File: src/rtl/conv1_seq.sv
// conv1_seq: steps one shared conv1 channel-group datapath through all output channels.
// Define CONV1_SEQ_PERF_EN to add the stall_cnt output (WRITE cycles stalled by out_ready).
module conv1_seq #(
    parameter int bW         = 8,
    parameter int N_OCH      = 18,
    parameter int N_ICH      = 5,
    parameter int SETTLE_CYC = 2,
    parameter int ADDR_W     = 7
) (
    input  logic              clk,
    input  logic              rst_n,
    input  logic              start,
    input  logic              abort,
    output logic              busy,
    output logic              done,
    output logic              wmem_rd,
    output logic [ADDR_W-1:0] wmem_addr,
    input  logic [24:0]       wmem_rdata,
    output logic              dp_kernel_we,
    output logic [2:0]        dp_kernel_idx,
    output logic [24:0]       dp_kernel_bits,
    output logic              dp_offset_we,
    output logic [bW-1:0]     dp_offset,
    output logic              out_wr,
    output logic [4:0]        out_chan,
    input  logic              out_ready
`ifdef CONV1_SEQ_PERF_EN
    ,
    output logic [15:0]       stall_cnt
`endif
);

    localparam int ST_W = (SETTLE_CYC > 1) ? $clog2(SETTLE_CYC) : 1;
    localparam logic [2:0]      K_LAST   = 3'(N_ICH);
    localparam logic [4:0]      G_LAST   = 5'(N_OCH - 1);
    localparam logic [ST_W-1:0] SET_LAST = ST_W'(SETTLE_CYC - 1);

    typedef enum logic [2:0] {
        S_IDLE   = 3'd0,
        S_FETCH  = 3'd1,
        S_DRAIN  = 3'd2,
        S_SETTLE = 3'd3,
        S_WRITE  = 3'd4,
        S_DONE   = 3'd5
    } state_t;

    state_t            r_state;
    logic [4:0]        r_g;
    logic [2:0]        r_k;
    logic [ST_W-1:0]   r_settle;
    logic              r_busy, r_done, r_wmem_rd, r_kernel_we, r_offset_we, r_out_wr;
    logic [ADDR_W-1:0] r_wmem_addr;
    logic [2:0]        r_kernel_idx;
    logic [4:0]        r_out_chan;

    state_t            w_state_nx;
    logic [4:0]        w_g_nx;
    logic [2:0]        w_k_nx;
    logic [ST_W-1:0]   w_settle_nx;
    logic [ADDR_W-1:0] w_addr_nx;
    logic              w_kernel_ld, w_offset_ld;

    // Next-state and counter update; abort overrides every state.
    always_comb begin
        w_state_nx  = r_state;
        w_g_nx      = r_g;
        w_k_nx      = r_k;
        w_settle_nx = r_settle;
        if (abort) begin
            w_state_nx  = S_IDLE;
            w_g_nx      = 5'd0;
            w_k_nx      = 3'd0;
            w_settle_nx = {ST_W{1'b0}};
        end else begin
            case (r_state)
                S_IDLE: begin
                    w_g_nx      = 5'd0;
                    w_k_nx      = 3'd0;
                    w_settle_nx = {ST_W{1'b0}};
                    if (start) begin
                        w_state_nx = S_FETCH;
                    end else begin
                        w_state_nx = S_IDLE;
                    end
                end
                S_FETCH: begin
                    if (r_k == K_LAST) begin
                        w_state_nx = S_DRAIN;
                    end else begin
                        w_k_nx = r_k + 3'd1;
                    end
                end
                S_DRAIN: begin
                    w_state_nx  = S_SETTLE;
                    w_settle_nx = {ST_W{1'b0}};
                end
                S_SETTLE: begin
                    if (r_settle == SET_LAST) begin
                        w_state_nx = S_WRITE;
                    end else begin
                        w_settle_nx = r_settle + ST_W'(1);
                    end
                end
                S_WRITE: begin
                    if (!out_ready) begin
                        w_state_nx = S_WRITE;
                    end else if (r_g == G_LAST) begin
                        w_state_nx = S_DONE;
                    end else begin
                        w_state_nx = S_FETCH;
                        w_g_nx     = r_g + 5'd1;
                        w_k_nx     = 3'd0;
                    end
                end
                S_DONE: begin
                    w_state_nx  = S_IDLE;
                    w_g_nx      = 5'd0;
                    w_k_nx      = 3'd0;
                    w_settle_nx = {ST_W{1'b0}};
                end
                default: begin
                    w_state_nx = S_IDLE;
                end
            endcase
        end
    end

    // Read address for the coming FETCH cycle and the load that follows the current read.
    always_comb begin
        w_addr_nx   = {ADDR_W{1'b0}};
        w_kernel_ld = 1'b0;
        w_offset_ld = 1'b0;
        if (w_state_nx == S_FETCH) begin
            if (w_k_nx < K_LAST) begin
                w_addr_nx = ADDR_W'(32'(w_g_nx) * N_ICH + 32'(w_k_nx));
            end else begin
                w_addr_nx = ADDR_W'(N_OCH * N_ICH + 32'(w_g_nx));
            end
        end else begin
            w_addr_nx = {ADDR_W{1'b0}};
        end
        if (!abort && r_state == S_FETCH) begin
            w_kernel_ld = (r_k < K_LAST);
            w_offset_ld = (r_k == K_LAST);
        end else begin
            w_kernel_ld = 1'b0;
            w_offset_ld = 1'b0;
        end
    end

    // State, counters and registered outputs, all decoded from the next state.
    always_ff @(posedge clk or negedge rst_n) begin
        if (!rst_n) begin
            r_state      <= S_IDLE;
            r_g          <= 5'd0;
            r_k          <= 3'd0;
            r_settle     <= {ST_W{1'b0}};
            r_busy       <= 1'b0;
            r_done       <= 1'b0;
            r_wmem_rd    <= 1'b0;
            r_wmem_addr  <= {ADDR_W{1'b0}};
            r_kernel_we  <= 1'b0;
            r_kernel_idx <= 3'd0;
            r_offset_we  <= 1'b0;
            r_out_wr     <= 1'b0;
            r_out_chan   <= 5'd0;
        end else begin
            r_state      <= w_state_nx;
            r_g          <= w_g_nx;
            r_k          <= w_k_nx;
            r_settle     <= w_settle_nx;
            r_busy       <= (w_state_nx != S_IDLE) && (w_state_nx != S_DONE);
            r_done       <= (w_state_nx == S_DONE);
            r_wmem_rd    <= (w_state_nx == S_FETCH);
            r_wmem_addr  <= w_addr_nx;
            r_kernel_we  <= w_kernel_ld;
            r_kernel_idx <= w_kernel_ld ? r_k : 3'd0;
            r_offset_we  <= w_offset_ld;
            r_out_wr     <= (w_state_nx == S_WRITE);
            r_out_chan   <= (w_state_nx == S_WRITE) ? w_g_nx : 5'd0;
        end
    end

    // Load data comes straight from memory in the cycle after the read, gated by the strobe.
    assign dp_kernel_bits = r_kernel_we ? wmem_rdata : 25'd0;
    assign dp_offset      = r_offset_we ? wmem_rdata[bW-1:0] : {bW{1'b0}};
    assign busy           = r_busy;
    assign done           = r_done;
    assign wmem_rd        = r_wmem_rd;
    assign wmem_addr      = r_wmem_addr;
    assign dp_kernel_we   = r_kernel_we;
    assign dp_kernel_idx  = r_kernel_idx;
    assign dp_offset_we   = r_offset_we;
    assign out_wr         = r_out_wr;
    assign out_chan       = r_out_chan;

`ifdef CONV1_SEQ_PERF_EN
    logic [15:0] r_stall_cnt;

    // Saturating count of stalled WRITE cycles, cleared when a new pass is accepted.
    always_ff @(posedge clk or negedge rst_n) begin
        if (!rst_n) begin
            r_stall_cnt <= 16'd0;
        end else if (r_state == S_IDLE && start && !abort) begin
            r_stall_cnt <= 16'd0;
        end else if (r_state == S_WRITE && !out_ready && r_stall_cnt != 16'hFFFF) begin
            r_stall_cnt <= r_stall_cnt + 16'd1;
        end else begin
            r_stall_cnt <= r_stall_cnt;
        end
    end

    assign stall_cnt = r_stall_cnt;
`endif

endmodule

File: config.mk
export PLATFORM = sky130hd
export DESIGN_NAME = conv1_seq
export DESIGN_NICKNAME = d
export VERILOG_FILES = /design/src/rtl/conv1_seq.sv
export SDC_FILE = /design/constraint.sdc
export NUM_CORES = 1
export LEC_CHECK = 0
export ABC_CLOCK_PERIOD_IN_PS = 3500
export CAP_MARGIN = 20
export CORE_MARGIN = 2
export CORE_UTILIZATION = 39
export CTS_CLUSTER_DIAMETER = 120
export DETAILED_ROUTE_END_ITERATION = 8
export GPL_TIMING_DRIVEN = 1
export PLACE_DENSITY = 0.84
export SLEW_MARGIN = 20
export SYNTH_ARGS = -nofsm -noshare
export SYNTH_HDL_FRONTEND = slang
export SYNTH_SLANG_ARGS = --single-unit
File: constraint.sdc
create_clock -name clk -period 3.5 [get_ports clk]
set_input_delay 0.35 -clock clk [delete_from_list [all_inputs] [get_ports clk]]
set_output_delay 0.35 -clock clk [all_outputs]
set_load 0.005 [all_outputs]
# [Yosys cells after proc, flatten, opt, wreduce, memory -nomap -nowiden]
# Index checks and enable logic that the tools add are counted.
[word_totals] regBits=33 in_bits=30 output_inout_bits=54 elab_cells=67
[classes] order_cmp=2 n_eq_ne=11 n_reduce_logical=8 n_mul=1 addsub=5 mux=27
[op_table] op="3-bit two-way mux" n=10
[op_table] op="25-bit two-way mux" n=1
[op_table] op="5-bit two-way mux" n=4
[op_table] op="3-bit == test, second input constant" n=5
[op_table] op="3-bit one-hot mux with 5 select lines" n=1
[op_table] op="7-bit two-way mux" n=2
[op_table] op="5-bit one-hot mux with 2 select lines" n=1
[op_table] op="3-bit one-hot mux with 3 select lines" n=1
[op_table] op="8-bit two-way mux" n=1
[op_table] op="7-bit by 3-bit adder with 7-bit output" n=1
[op_table] op="7-bit by 5-bit adder with 7-bit output, first input constant" n=1
[op_table] op="5-bit by 3-bit multiplier with 7-bit output, second input constant" n=1
[op_table] op="3-bit by 1-bit == test with 1-bit output, second input constant" n=2
[op_table] op="3-bit by 2-bit == test with 1-bit output, second input constant" n=2
[op_table] op="3-bit less-than comparator, second input constant" n=2
[op_table] op="3-bit nonzero test" n=2
[op_table] op="5-bit by 1-bit adder with 5-bit output, second input constant" n=1
[op_table] op="5-bit == test, second input constant" n=1
[op_table] op="1-bit two-way mux" n=5
[op_table] op="3-bit by 1-bit adder with 3-bit output, second input constant" n=1
[op_table] op="3-bit zero test" n=1
[op_table] op="3-bit inequality test, second input constant" n=1
[op_table] op="3-bit OR reduction" n=1
[op_table] op="1-bit logical AND" n=2
[op_table] op="other kinds (4)" n=4

# [Longest topological paths before layout]
# Gate-level depths: netlist of the first run.
[logic_depth] ltp_word=9 depth_mapped=16 ltp_nobuf=16

# [Worst setup path after synthesis of the first run]
# Ideal clock, no wire load.
[synth_path] path_kind="register to register" startpoint="register r_state[0]" endpoint="register r_wmem_addr[6], in the netlist wmem_addr[6]" setup_time_ns=0.155 synth_period_minus_slack_ns=3.275 arrival_time_ns=3.120 required_time_ns=3.345 slack_ns=0.225 path_buffers=0 path_stages_with_launch=14 cell_sequence="dfrtp_1 > or3b_4 > nor3_1 > xnor2_1 > nor3_1 > ha_1 > ha_1 > ha_1 > a21o_1 > a21oi_1 > o21bai_1 > a21oi_1 > xnor2_1 > a21oi_1"
[synth_between] elab_chain_cells=8 word_cells_on_any_way=22 classes_between="add/sub (2); mul (1); order compare (1); eq/ne (6); mux (10); reduce/logical (2)"
[synth_lines] item="start: declaration" line="47" source="state_t r_state;"
[synth_lines] item="start signal: assignment" line="168" source="r_state <= w_state_nx;"
[synth_lines] item="3-bit == test / 3-bit zero test (equally long branches)" line="75" source="case (r_state)"
[synth_lines] item="2-bit OR reduction (no line)"
[synth_lines] item="5-bit one-hot mux with 2 select lines (*)" line="75"
[synth_lines] item="5-bit two-way mux (*)" line="69" source="if (abort) begin"
[synth_lines] item="net w_g_nx[0]" line="57" source="logic [4:0] w_g_nx;"
[synth_lines] item="5-bit by 3-bit multiplier with 7-bit output" line="135" source="w_addr_nx = ADDR_W'(32'(w_g_nx) * N_ICH + 32'(w_k_nx));"
[synth_lines] item="7-bit by 3-bit adder with 7-bit output" line="135"
[synth_lines] item="7-bit two-way mux (*)" line="134" source="if (w_k_nx < K_LAST) begin"
[synth_lines] item="7-bit two-way mux (*)" line="133" source="if (w_state_nx == S_FETCH) begin"
[synth_lines] item="net w_addr_nx[6]" line="60" source="logic [ADDR_W-1:0] w_addr_nx;"
[synth_lines] item="end signal: assignment" line="161" source="r_wmem_addr <= {ADDR_W{1'b0}};"
[synth_lines] item="end signal: assignment" line="175" source="r_wmem_addr <= w_addr_nx;"
[synth_lines] item="end: declaration" line="52" source="logic [ADDR_W-1:0] r_wmem_addr;"
# Mark *: on every way through the listed nets, which the timed path passes. The rest lies on a longest branch.
# A chain may end at the register's enable or synchronous reset.

# [Final worst setup path of the first run]
[layout_path] startpoint="register r_g[0]" endpoint="register r_wmem_addr[6], in the netlist wmem_addr[6]"
[layout_between] word_cells_on_any_way=21 classes_between="add/sub (3); mul (1); order compare (1); eq/ne (2); mux (14)"
[layout_lines] item="start: declaration" line="48" source="logic [4:0] r_g;"
[layout_lines] item="start signal: assignment" line="169" source="r_g <= w_g_nx;"
[layout_lines] item="5-bit == test (*)" line="107" source="end else if (r_g == G_LAST) begin"
[layout_lines] item="3-bit two-way mux (*)" line="107"
[layout_lines] item="3-bit two-way mux (*)" line="105" source="if (!out_ready) begin"
[layout_lines] item="3-bit one-hot mux with 3 select lines (*)" line="75"
[layout_lines] item="3-bit two-way mux (*)" line="69"
[layout_lines] item="net w_k_nx[2]" line="58" source="logic [2:0] w_k_nx;"
[layout_lines] item="7-bit by 3-bit adder with 7-bit output / 3-bit less-than comparator (equally long branches)" line="135, 134"
[layout_lines] item="7-bit two-way mux (*)" line="134"
[layout_lines] item="7-bit two-way mux (*)" line="133"
[layout_lines] item="net w_addr_nx[6]" line="60"
# Marks and branches as above.

==> results.yml, run 1 <==
worst_setup_path:
  worstSetupStartpoint: "r_g[0]"
  crit_path_end_kind: "register"
  r2r_cells: 13
  worstReg2RegStart: "r_g[0]"
  reg2reg_slack_ns: 0.15
  required_ns: 3.63
  worstSetupStartpointType: "register"
  critPathKind: "reg2reg"
  r2r-end: "wmem_addr[6]"
  arrival_ns: 3.49
  crit_path_end: "wmem_addr[6]"
  critPathMaxFanout: 5
timing:
  min_period_over_period: 0.958
  max_freq_mhz: 298
  slew_violations: 0
  rsz0062_at_grt: "yes"
  tightest_slew_ns: 0.801
  setup_viol: 0
  hold_violations: 0
  relSlewSlack: 0.466
  skew_ns: 0.00907
  fin_crit_ns: 3.35
  fin_hold_ws_ns: 0.451
  worst_slack_ns: 0.147
final_layout:
  fin_nets: 369
  fin_cells: 390
  n_antenna_cell: 0
  area_growth_syn_to_layout_pct: 53.3
  final_cell_mix: "83 x clkdlybuf4s50_1, 38 x and2_1, 33 x dfrtp_1"
  mostFrequentLayoutCell: "clkdlybuf4s50_1"
  final_layout_size_suffix_gt1_frac: 0.116
floorplanning:
  core_mm2: 0.00517
  placementRows: 26
  fp.dieW_um: 77.6
  die_area_mm2: 0.00602
  floorplan.initialDensity: 0.409
  dieHeight_um: 77.6
  ios: 84
global_route:
  grt_pass1_vias: 1952
  grt_util_all_layers: 0.189
  grt_overflow_total: 0
  antenna_found_initial: 0
  grt_max_degree: 34
  grt_pass1_wl_mm: 9.13
logic_synthesis:
  syn-num-nets: 269
  synth_cell_type_count: 50
  synthCells: 219
  syn_avg_cell_area_um2: 9.65
  ys_seq_elements: 33
  ys_seq_area_frac: 0.391
  async_flop_share: 1.00
  ys.flop_type: "dfrtp_1"
  synth_edf_count: 0
  ys_warn_count: 0
  syn_area_mm2: 0.00211
clock_tree:
  cts_sinks: 33
  insertion_delay_ns: 0.29
  clockRootBuffer: "clkbuf_8"
  numCtsBuffers: 5
  clkTransAtPathRegs_ns: 0.07
  tritoncts: "done"
  htree_levels: 2
  cts_buffer_depth: 2
  cts.hold.buffers_added: 0
detailed_routing:
  drc: 0
  vias: 2020
  drt_wl_total_mm: 5.67
  wl_per_cell_um: 14.5
  ant_nets: 0
  vias_per_cell: 5.18
  first_pass_iters: 4
  first_iter_violations: 205
placement:
  dp_cells: 381
  pre_cts_ws_ns: -0.00848
  io_buffer_count: 83
  hpwl_mm: 4.35
  place.gp.congestion: 0.925
worst_hold_path:
  hold_class: "in2async"
outcome:
  status: "finished clean"
power_and_ir_drop:
  power_density_mw_per_mm2: 243
  p_leak_nw: 1.49
  ir_worst_vdd_uv: 181
run:
  max_cap_violations: 0
==> sequential cells by signal, indices dropped and copies added (netlist names) <==
name,flops
dp_kernel_we,1
r_k,3
dp_offset_we,1
done,1
r_state,3
busy,1
wmem_addr,7
dp_kernel_idx,3
r_settle,1
r_g,5
out_chan,5
wmem_rd,1
out_wr,1
==> area by class of cell <==
cell class	instances	area, um^2
inverters	15	56.3
well taps	70	87.6
clock buffers	6	72.6
clock inverters	2	10.0
flip-flops and latches	33	826
fillers	404	1930
multi-input cells	165	1240
repair buffers	99	951
==> synth_stat cells, drive strengths merged (2+ instances only) <==
library cell / count / area share
nor2b: 2 / 0.0059
a211oi: 5 / 0.024
dfrtp: 33 / 0.39
and2: 39 / 0.12
or2b: 2 / 0.0071
nand4: 3 / 0.0089
nand4b: 2 / 0.0083
o31ai: 2 / 0.0071
nand2: 4 / 0.0071
nor2: 18 / 0.032
xnor2: 7 / 0.029
clkbuf: 5 / 0.0089
ha: 19 / 0.11
a31oi: 2 / 0.0059
a21o: 2 / 0.0071
inv: 15 / 0.027
o21bai: 2 / 0.0071
o21ai: 5 / 0.012
nand3: 3 / 0.0071
a21boi: 2 / 0.0071
nand2b: 2 / 0.0059
nor3: 6 / 0.014
a21oi: 10 / 0.024
nor4: 2 / 0.0059
mux2i: 4 / 0.019
==> worst max-delay path, cell delays in order (launching register included) <==
cell	delay, ns
dfrtp_1	0.44
ha_1	0.25
nand4bb_1	0.22
a21boi_0	0.16
o311a_1	0.38
or2_2	0.32
ha_1	0.31
ha_1	0.29
a21o_1	0.15
a21oi_1	0.19
o21bai_1	0.08
a21oi_1	0.19
xnor2_1	0.14
a21oi_1	0.08
==> layer usage <==
layer  up-vias  global-route usage  routed length (um)
met4         0              0.0607                 109
li1        961                   -                   -
met3        10              0.0523                 603
met2       122               0.328                2720
met5         -                   0                   0
met1       927               0.226                2230
==> worst min-delay path by stage <==
stage / end / slack, ns / depth (start not counted)
after floorplan: busy / 0.05 / 0
after global placement: dp_kernel_we / 0.55 / 2
after detailed placement: dp_kernel_we / 0.56 / 2
after CTS: wmem_addr[2] / 0.47 / 2
after global routing: out_chan[2] / 0.52 / 2
final: out_chan[2] / 0.45 / 2
==> metrics by stage <==
stage	TNS (ns)	area, um^2	total power [mW]	utilization
after CTS	0	3200	0.790	0.619
after detailed placement	-0.00848	3120	0.515	0.603
final	0	3240	0.786	0.626
after global routing	-0.0166	3240	0.820	0.626
after floorplan	0	2110	0.432	-
after global placement	0	3120	0.513	0.603
==> where the power goes <==
group	switching, mW	internal, mW
Clock	0.140	0.138
Combinational	0.0466	0.0704
Sequential	0.00570	0.386
==> timing repair <==
item,CTS,global route
endpoints found under the hold margin,0,0
endpoints found under the setup margin,0,3
gates resized for setup,0,7
buffers inserted,0,1
==> logic make-up (layout without fill, tap and decap cells) <==
family	after synthesis	in the layout	synth area share
adders and majority gates	20	20	0.122
muxes	4	4	0.0189
and+or+nand+nor	93	93	0.260
buffers and inverters	21	122	0.0379
DFF	33	33	0.391
xor gates and xnor gates	8	8	0.0332
AOI/OAI and AO/OA	40	40	0.137
Power figures use the tool's default switching activity.
==> run 2, diff against run 1 <==
Settings changed: PLACE_DENSITY 0.84 to 0.75, REMOVE_ABC_BUFFERS from default to 1, TNS_END_PERCENT from default to 1.
==> run 2 against run 1 <==
Sequential share of layout area fell by 0.27 points. Clock power increased by 5%. Critical path depth is 4 higher. Worst hold slack better by 0.013 ns. Wire length rose by 3.1%. Clock skew about the same. Global-route usage increased by 0.95 points. Largest cell class unchanged.
==> results.yml, run 2 (synthesis gave the netlist of run 1 again) <==
outcome:
  status: "finished clean"
final_layout:
  mostFrequentLayoutCell: "clkdlybuf4s50_1"
  largest_reg_flops: 7
  n_antenna_cell: 0
  final_cell_mix: "83 x clkdlybuf4s50_1, 38 x and2_1, 33 x dfrtp_1"
  area_growth_syn_to_layout_pct: 54.9
  final_layout_size_suffix_gt1_frac: 0.116
  final_area_mm2: 0.00327
  fin_nets: 370
worst_setup_path:
  cp_common_cell: "inv_1"
  worstSetupStartpointType: "register"
  arrival_ns: 3.45
  slowest_stage: "dfrtp_1"
  critPathMaxFanout: 3
  r2r_cells: 17
  cp_slowest_stage_delay_ns: 0.40
  critPathKind: "reg2reg"
  reg2reg_slack_ns: 0.19
  worstPathCellList: "inv_1 > ha_2 > nor4bb_4 > buf_4 > o21ai_1 > a21oi_2 > nor2_1 > nor2_1 > ha_1 > ha_1 > inv_1 > fa_1 > inv_1 > a21o_1 > a21oi_1 > xor2_1 > a211oi_2"
  r2r-end: "wmem_addr[5]"
  required_ns: 3.64
  worstReg2RegStart: "r_g[1]"
  crit_path_end_kind: "register"
  path_buf_inv: 4
  cp_top_family: "adder cells"
timing:
  relSlewSlack: 0.433
  worst_slack_ns: 0.190
  setup_viol: 0
  tightest_slew_ns: 0.850
  slew_violations: 0
  skew_ns: 0.00886
  fin_crit_ns: 3.31
  min_period_over_period: 0.946
  max_freq_mhz: 302
  hold_violations: 0
clock_tree:
  post_cts_resized: 0
  cts_buffer_depth: 2
  tritoncts: "done"
  htree_levels: 2
  clockRootBuffer: "clkbuf_8"
  numCtsBuffers: 5
  cts_sinks: 33
  cts.hold.buffers_added: 0
  postCtsSetupBuffers: 0
  insertion_delay_ns: 0.29
  clkTransAtPathRegs_ns: 0.07
global_route:
  grt_pass1_vias: 1868
  grt_pass1_wl_mm: 9.44
  grt_max_degree: 34
  grt_util_all_layers: 0.199
  grt_overflow_total: 0
  antenna_found_initial: 0
detailed_routing:
  vias: 1977
  drt_wl_total_mm: 5.84
  first_iter_violations: 72
  ant_nets: 0
  vias_per_cell: 5.07
  wl_per_cell_um: 15.0
  first_pass_iters: 4
  drc: 0
power_and_ir_drop:
  p_leak_nw: 1.49
  ir_worst_vdd_uv: 175
  power_density_mw_per_mm2: 245
placement:
  pre_cts_ws_ns: 0.0804
  io_buffer_count: 83
  place.gp.congestion: 0.896
  placed_area_mm2: 0.00314
  hpwl_mm: 4.48
floorplanning:
  dieHeight_um: 77.6
  floorplan.initialDensity: 0.409
  die_area_mm2: 0.00602
  core_mm2: 0.00517
  placementRows: 26
  fp.dieW_um: 77.6
  ios: 84
run:
  max_cap_violations: 0
worst_hold_path:
  hold_class: "in2async"
[run 2: power by group]
part	leakage (nW)	internal (mW)	switching [mW]
sequential	0.456	0.386	0.00592
combinational	0.988	0.0711	0.0469
clock	0.0443	0.156	0.135
[run 2: metal layers]
| layer | up-vias | GRT usage | routed length (um) |
|---|---|---|---|
| met3 | 14 | 0.0628 | 448 |
| met4 | 0 | 0.0857 | 145 |
| met5 | - | 0 | 0 |
| li1 | 965 | - | - |
| met1 | 907 | 0.236 | 2410 |
| met2 | 91 | 0.329 | 2840 |
[run 2: how the worst max path moves through the flow]
stage / from / endpoint / slack, ns / depth (start not counted)
after floorplan: r_state[1] / wmem_addr[6] / 0.16 / 13
after global placement: out_ready / wmem_addr[6] / 0.11 / 14
after detailed placement: out_ready / wmem_addr[6] / 0.08 / 14
after CTS: r_g[1] / wmem_addr[5] / 0.13 / 17
after global routing: r_g[1] / wmem_addr[5] / -0.05 / 17
final: r_g[1] / wmem_addr[5] / 0.19 / 17
[run 2: metrics by stage]
step | utilization | setup TNS (ns) | hold WS [ns] | instances | total power [mW]
2_1_floorplan | - | 0 | 0.0544 | 213 | 0.430
3_3_place_gp | 0.606 | 0 | 0.583 | 383 | 0.515
3_5_place_dp | 0.606 | 0 | 0.590 | 383 | 0.517
4_1_cts | 0.623 | 0 | 0.481 | 390 | 0.806
5_1_grt | 0.633 | -0.0774 | 0.509 | 390 | 0.837
6_report | 0.633 | 0 | 0.464 | 390 | 0.801
[run 2: layout make-up]
type / count / area, um^2
Timing Repair Buffer: 100 / 958
Sequential cell: 33 / 826
Inverter: 15 / 56.3
Clock buffer: 7 / 86.3
Multi-Input combinational cell: 165 / 1260
Fill cell: 420 / 1900
Tap cell: 70 / 87.6
